==> src/rtl/hetszegmens_scan.sv <==
// hetszegmens_scan: multiplexed common-anode 7-segment driver with dead time, PWM and frame snapshot
// Outputs are registered copies of the decode of the previous cycle's scan state.
module hetszegmens_scan #(
   parameter int DIGITS    = 4,
   parameter int CLK_HZ    = 16_000_000,
   parameter int DIGIT_HZ  = 1_000,
   parameter int BLANK_CYC = 16,
   parameter int PWM_BITS  = 4
) (
   input  logic                  clk,
   input  logic                  rst,
   input  logic [4*DIGITS-1:0]   din,
   input  logic [DIGITS-1:0]     dp_in,
   input  logic [DIGITS-1:0]     blank_in,
   input  logic                  lz_en,
   input  logic [PWM_BITS-1:0]   bright,
   output logic [DIGITS-1:0]     AN,
   output logic [7:0]            SEG,
   output logic                  frame_start
);
   localparam int TICK = CLK_HZ / DIGIT_HZ;
   localparam int SW = (TICK > 1) ? $clog2(TICK) : 1;
   localparam int IW = (DIGITS > 1) ? $clog2(DIGITS) : 1;
   localparam logic [SW-1:0] SLOT_LAST = SW'(TICK - 1);
   localparam logic [SW-1:0] BLANK_L = SW'(BLANK_CYC);
   localparam logic [IW-1:0] IDX_LAST = IW'(DIGITS - 1);
   localparam logic [DIGITS-1:0] ONE = 1;
   localparam logic [127:0] DEC = {8'h71, 8'h61, 8'h85, 8'h63, 8'hC1, 8'h11, 8'h09, 8'h01,
                                   8'h1F, 8'h41, 8'h49, 8'h99, 8'h0D, 8'h25, 8'h9F, 8'h03};

   if (DIGITS < 1 || DIGITS > 8 || TICK <= BLANK_CYC + 2**PWM_BITS) begin : g_bad_params
      $error("hetszegmens_scan: illegal DIGITS or slot too short for blank plus PWM period");
   end

   logic [SW-1:0]       slot_q, slot_d;
   logic [IW-1:0]       idx_q, idx_d;
   logic [PWM_BITS-1:0] pwm_q, pwm_d;
   logic [4*DIGITS-1:0] din_s_q, din_s_d;
   logic [DIGITS-1:0]   dp_s_q, dp_s_d, blank_s_q, blank_s_d;
   logic                lz_s_q, lz_s_d;
   logic [PWM_BITS-1:0] bright_s_q, bright_s_d;
   logic                load_pending_q, load_pending_d;
   logic                frame_start_q, frame_start_d;
   logic [DIGITS-1:0]   an_q, an_d;
   logic [7:0]          seg_q, seg_d;
   logic                wrap, active, load, lit, hi_zero;
   logic [DIGITS-1:0]   supp;
   logic [3:0]          nib;
   logic [7:0]          dec;

   always_comb begin
      wrap = slot_q == SLOT_LAST;
      active = slot_q >= BLANK_L;
      load = load_pending_q | (wrap & (idx_q == IDX_LAST));
      slot_d = wrap ? '0 : slot_q + 1'b1;
      idx_d = wrap ? ((idx_q == IDX_LAST) ? '0 : idx_q + 1'b1) : idx_q;
      pwm_d = (wrap | ~active) ? '0 : pwm_q + 1'b1;
      load_pending_d = 1'b0;
      frame_start_d = load;
      din_s_d = load ? din : din_s_q;
      dp_s_d = load ? dp_in : dp_s_q;
      blank_s_d = load ? blank_in : blank_s_q;
      lz_s_d = load ? lz_en : lz_s_q;
      bright_s_d = load ? bright : bright_s_q;
      // a digit is suppressed when it and every more significant nibble are zero
      hi_zero = 1'b1;
      supp = '0;
      for (int k = DIGITS - 1; k >= 0; k--) begin
         hi_zero = hi_zero & (din_s_q[4*k +: 4] == 4'h0);
         supp[k] = lz_s_q & hi_zero & (k != 0);
      end
      nib = din_s_q[{idx_q, 2'b00} +: 4];
      dec = DEC[{nib, 3'b000} +: 8];
      lit = active & (pwm_q <= bright_s_q) & ~blank_s_q[idx_q];
      an_d = lit ? ~(ONE << idx_q) : '1;
      seg_d = lit ? {supp[idx_q] ? 7'h7F : dec[7:1], ~dp_s_q[idx_q]} : 8'hFF;
   end

   always_ff @(posedge clk or negedge rst) begin
      if (!rst) begin
         slot_q <= '0;
         idx_q <= '0;
         pwm_q <= '0;
         din_s_q <= '0;
         dp_s_q <= '0;
         blank_s_q <= '0;
         lz_s_q <= 1'b0;
         bright_s_q <= '0;
         load_pending_q <= 1'b1;
         frame_start_q <= 1'b0;
         an_q <= '1;
         seg_q <= 8'hFF;
      end else begin
         slot_q <= slot_d;
         idx_q <= idx_d;
         pwm_q <= pwm_d;
         din_s_q <= din_s_d;
         dp_s_q <= dp_s_d;
         blank_s_q <= blank_s_d;
         lz_s_q <= lz_s_d;
         bright_s_q <= bright_s_d;
         load_pending_q <= load_pending_d;
         frame_start_q <= frame_start_d;
         an_q <= an_d;
         seg_q <= seg_d;
      end
   end

   assign AN = an_q;
   assign SEG = seg_q;
   assign frame_start = frame_start_q;
endmodule
==> config.mk <==
export PLATFORM = sky130hd
export DESIGN_NAME = hetszegmens_scan
export DESIGN_NICKNAME = d
export VERILOG_FILES = /design/src/rtl/hetszegmens_scan.sv
export SDC_FILE = /design/constraint.sdc
export NUM_CORES = 1
export LEC_CHECK = 0
export BUFFER_PORTS_ARGS = -buffer_cell sky130_fd_sc_hd__buf_2
export CORE_UTILIZATION = 40
export CTS_CLUSTER_DIAMETER = 200
export DETAILED_ROUTE_END_ITERATION = 10
export PLACE_DENSITY = 0.63
export RECOVER_POWER = 25
export SYNTH_ARGS = -nofsm -noshare
export SYNTH_HDL_FRONTEND = slang
export SYNTH_SLANG_ARGS = --single-unit
export TNS_END_PERCENT = 10
==> constraint.sdc <==
create_clock -name clk -period 4.38 [get_ports clk]
set_clock_uncertainty 0.1 [all_clocks]
set_input_delay 0.438 -clock clk [delete_from_list [all_inputs] [get_ports clk]]
set_output_delay 0.438 -clock clk [all_outputs]
set_load 0.02 [all_outputs]
* Word-level counts from Yosys, hierarchy flattened
Cells that the tools add are included.
W data, S select, Z words.
** Operators by class
- Div/mod/pow operators :: 0
- Reduce and logical (&&, ||, !) cells :: 3
- Mux-type cells :: 12
- Eq/ne operators :: 2
- $lt $le $gt $ge :: 3
- Multipliers :: 0
- Add/subtract/negate cells :: 3
- Shift operators :: 3
- Bitwise gates (word level) :: 14
** Operator list (number)
- $shiftx A128 B8 Y8 const A :: 1
- $shiftx A16 B5 Y4 :: 1
- $add A14 B1 Y14 const B :: 1
- $eq A14 B14 Y1 const B :: 1
- $ge A14 B5 Y1 const B :: 1
- $mux W14 :: 1
- $logic_not A4 Y1 :: 3
- $and A1 B1 Y1 :: 8
- $mux W4 :: 2
- $mux W8 :: 1
- $mux W7 :: 1
- $bmux W1 S2 :: 3
- $add A4 B1 Y4 const B :: 1
- $le A4 B4 Y1 :: 1
- $not A4 Y4 :: 1
- $shl A1 B2 Y4 const A :: 1
- $lt A2 B3 Y1 const B :: 1
- $mux W1 :: 3
- $not A1 Y1 :: 3
- $add A2 B1 Y2 const B :: 1
- $eq A2 B2 Y1 const B :: 1
- $mux W2 :: 1
- $or A1 B1 Y1 :: 2
** Storage, ports and cells
- Logic and storage cells :: 52
- Bits in read-only memories :: 0
- Latch bits :: 0
- RAM bits :: 0
- Output and inout port bits :: 13
- Memories :: 0
- Bits in registers :: 63

* Logic depth before layout (Yosys ltp)
- Word-level depth :: 8
- Mapped depth :: 7
- Gate-level depth less buffers :: 6

* Worst setup path after synthesis
No wires, ideal clock.
- Path kind :: reg2reg
- Start :: reg idx_q[0]
- End :: reg seg_q[4], in the netlist SEG[4]
- Path slack :: 2.113 ns
- Data required time :: 4.195 ns
- Cell stages (with the launch flop) :: 8
- Data arrival time :: 2.081 ns
- Clock period less this slack :: 2.267 ns
- Path through :: dfrtp_1 -> buf_6 -> mux4_1 -> inv_1 -> ha_1 -> inv_1 -> mux4_1 -> nand3b_1
** Between the ends
- Word-level cells in the longest chain between the ends :: 5
** Ends and longest elaborated chain
- start, declared :: line 36 : logic [IW-1:0] idx_q, idx_d;
- start signal, assigned :: line 95 : idx_q <= idx_d;
- parallel branches: the longest is 4 deep, another holds $shiftx A128 B8 Y8
- $mux W8 (*) :: line 76 : seg_d = lit ? {supp[idx_q] ? 7'h7F : dec[7:1], ~dp_s_q[idx_q]} : 8'hFF;
- named net seg_d[4] :: line 45 : logic [7:0] seg_q, seg_d;
- end signal, assigned :: line 105 : seg_q <= seg_d;
- end, declared :: line 45
Mark *: on every way through the listed nets, which the timed path passes. The select of a mux whose other input is x is not followed.
A chain may end at the register's enable or synchronous reset.

* Worst setup path in the final report
- Start :: reg idx_q[0]
- End :: reg seg_q[3], in the netlist SEG[3]
Same word-level chain as after synthesis.

==> run metrics <==
drt wl/cell 14.4 um; WS Path Type reg -> reg; GRT Total Usage 0.161; first-pass GRT wire length 10200 um; area of the multi-input gates 0.00140 mm^2; First-pass DRT Iterations 4; Critical Path End Type flop; leakage 1.59 nW; Gate Count Post-Synth 251; Crit path largest cell delay 720 ps; vias after detailed routing 2043; Post-synth EDFFs 0; crit-path max FO 12; synthesis warning total 0; placed cell count 383; Placement Cell Area 0.00340 mm^2; Worst Min Path Start din[2]; number of fill cells in the layout 723; setup bufs post-CTS 0; Peak VDD IR 0.192 mV; sequential element share of the synthesized area 0.513; Nets 344; WP data required 4480 ps; CTS tree yes; power per cell area 364 mW/mm^2; Critical Path AT 2890 ps; Initial Util 0.421; I/O pins 44; final routed DRC violation total 0; ANT nets after route 0; Port-buffer cells 43; Fin Setup TNS 0 ps; die area 0.00812 mm^2; post-route insts no fill 400; die height 90.1 um; status completed; dominant synthesized flop cell dfrtp_1; fraction of layout cells with a size suffix above 1 0.309; Final min period 2790 ps; starting DRC count in detailed routing 110; H-Tree Depth 3; global route overflow 0; initial antenna violation count 0; Hold Crit Class in -> reg; Crit Reg-Reg Startpoint idx_q[0]; Avg Cell Area, Syn 12.4 um^2; distinct cell type count after synthesis 40; ys async rst share 1.00; Pins Over Slew Limit 0; die width 90.1 um; DP HPWL 3980 um; Clock Path Buffers 2; CP bufs+invs 0; Worst path slowest cell a21oi_1; Final Hold Viols 0; Syn Nets 299; storage element area 0.00159 mm^2; CP Launch Type flop; fmax 359 MHz; Root Driver clkbuf_8; Cell Rows 31; routability congestion estimate from global placement 0.795; crit-path cells mux4_1 > a31o_2 > a21oi_1 > o2111ai_1; final setup violation count 0; Clock transition at path regs 70 ps; number of gates resized after CTS 0; clock insertion delay at the later pin of the skew report 330 ps; Final period util 0.637; final WL 5770 um; worst slew pin tran 1290 ps; number of buffers created by CTS 9; Sink Count 63; synthesized area 0.00311 mm^2; max-cap viol count 0; Diodes inserted 0; hold_buf cts 1; family with the most delay on the worst path compound AO/OA/AOI/OAI gates; Seq cells post-synth 63; synth-to-layout area growth 15.3%; Critical Path Start idx_q[0]; Final Instance Area 0.00358 mm^2; vias per inst 5.11; vias in the first global route 2112; core box area 0.00737 mm^2; RSZ-0062 raised after global routing no; Pwr Total 1.30 mW; largest net degree at the start of global routing 54; worst rel slew slack 0.143
## worst paths after layout
path                                    end  slack [ps]  cells after the start
min in group asynchronous         slot_q[2]         520                      2
worst min register to register     pwm_q[0]         400                      1
worst min-delay path             din_s_q[2]         230                      2
max in group asynchronous       din_s_q[11]        2010                      3
worst max-delay path                 SEG[3]        1590                      4
worst max register to register       SEG[3]        1590                      4
## placed cells by master (no fill, tap or decap), types with 4 or more instances in the layout
master / instances
mux4_1: 5
clkbuf_1: 16
ha_1: 17
dfrtp_1: 50
o21ai_0: 4
dfstp_2: 13
nor2_1: 15
inv_1: 17
nand3_1: 16
nor2b_1: 4
nand2_1: 11
mux2_2: 30
clkbuf_8: 10
xnor2_1: 5
a21oi_1: 4
nor4_1: 6
nand4_1: 5
buf_2: 29
xor2_1: 8
## metal layers
layer	up-vias	routed length, um	GRT usage	part of all wire
li1	974	-	-	-
met1	1007	2860	0.225	0.49
met2	53	2490	0.233	0.43
met3	9	318	0.0533	0.055
met4	0	103	0.0605	0.018
met5	-	0	0	0
## cell families (layout without fill, tap and decap cells)
group	count (synthesis)	count (layout)	share of synthesized area
simple gates	70	70	0.118
flops	63	63	0.513
other cells	1	1	0.00121
xor+xnor	13	13	0.0367
mux	40	40	0.177
fa+ha+maj	17	17	0.0685
compound gates	19	19	0.0439
buf+inv	28	78	0.0419
## area by class of cell
| class | count | share of cell area |
|---|---|---|
| sequential | 63 | 0.445 |
| multi-input combinational | 160 | 0.390 |
| timing repair buffer | 45 | 0.0594 |
| clock buffer | 12 | 0.0405 |
| tap | 99 | 0.0346 |
| inverter | 17 | 0.0178 |
| clock inverter | 4 | 0.0126 |
## worst register-to-register path: stages (launching register included)
cell	delay, ps
dfrtp_1	670
mux4_1	670
a31o_2	250
a21oi_1	720
o2111ai_1	250
## flip-flops by register name (all words and copies together) (netlist names)
register,count
din_s_q,16
slot_q,14
SEG,8
AN,4
blank_s_q,4
bright_s_q,4
dp_s_q,4
pwm_q,4
idx_q,2
frame_start,1
load_pending_q,1
lz_s_q,1
## power by group
group	switching (mW)	leakage [nW]	internal, mW
Combinational	0.0854	0.745	0.0732
Sequential	0.0207	0.748	0.632
Clock	0.215	0.100	0.276
## per-stage QoR
stage,hold WS (ps),utilization,worst slack (ps)
after CTS,219,0.489,1570
after global placement,226,0.461,1580
after detailed placement,223,0.461,1580
after global routing,214,0.486,1410
final,233,0.486,1590
after floorplan,42.4,-,2110
## cell usage after synthesis, types with 6 or more instances
cell | n | area [um^2]
nand2_1 | 11 | 41.3
nor4_1 | 6 | 37.5
ha_1 | 17 | 213
inv_1 | 17 | 63.8
mux2_2 | 30 | 338
nand3_1 | 16 | 80.1
dfrtp_1 | 50 | 1250
dfstp_2 | 13 | 342
xor2_1 | 8 | 70.1
nor2_1 | 15 | 56.3
No activity file was read; power rests on OpenSTA's default activity.
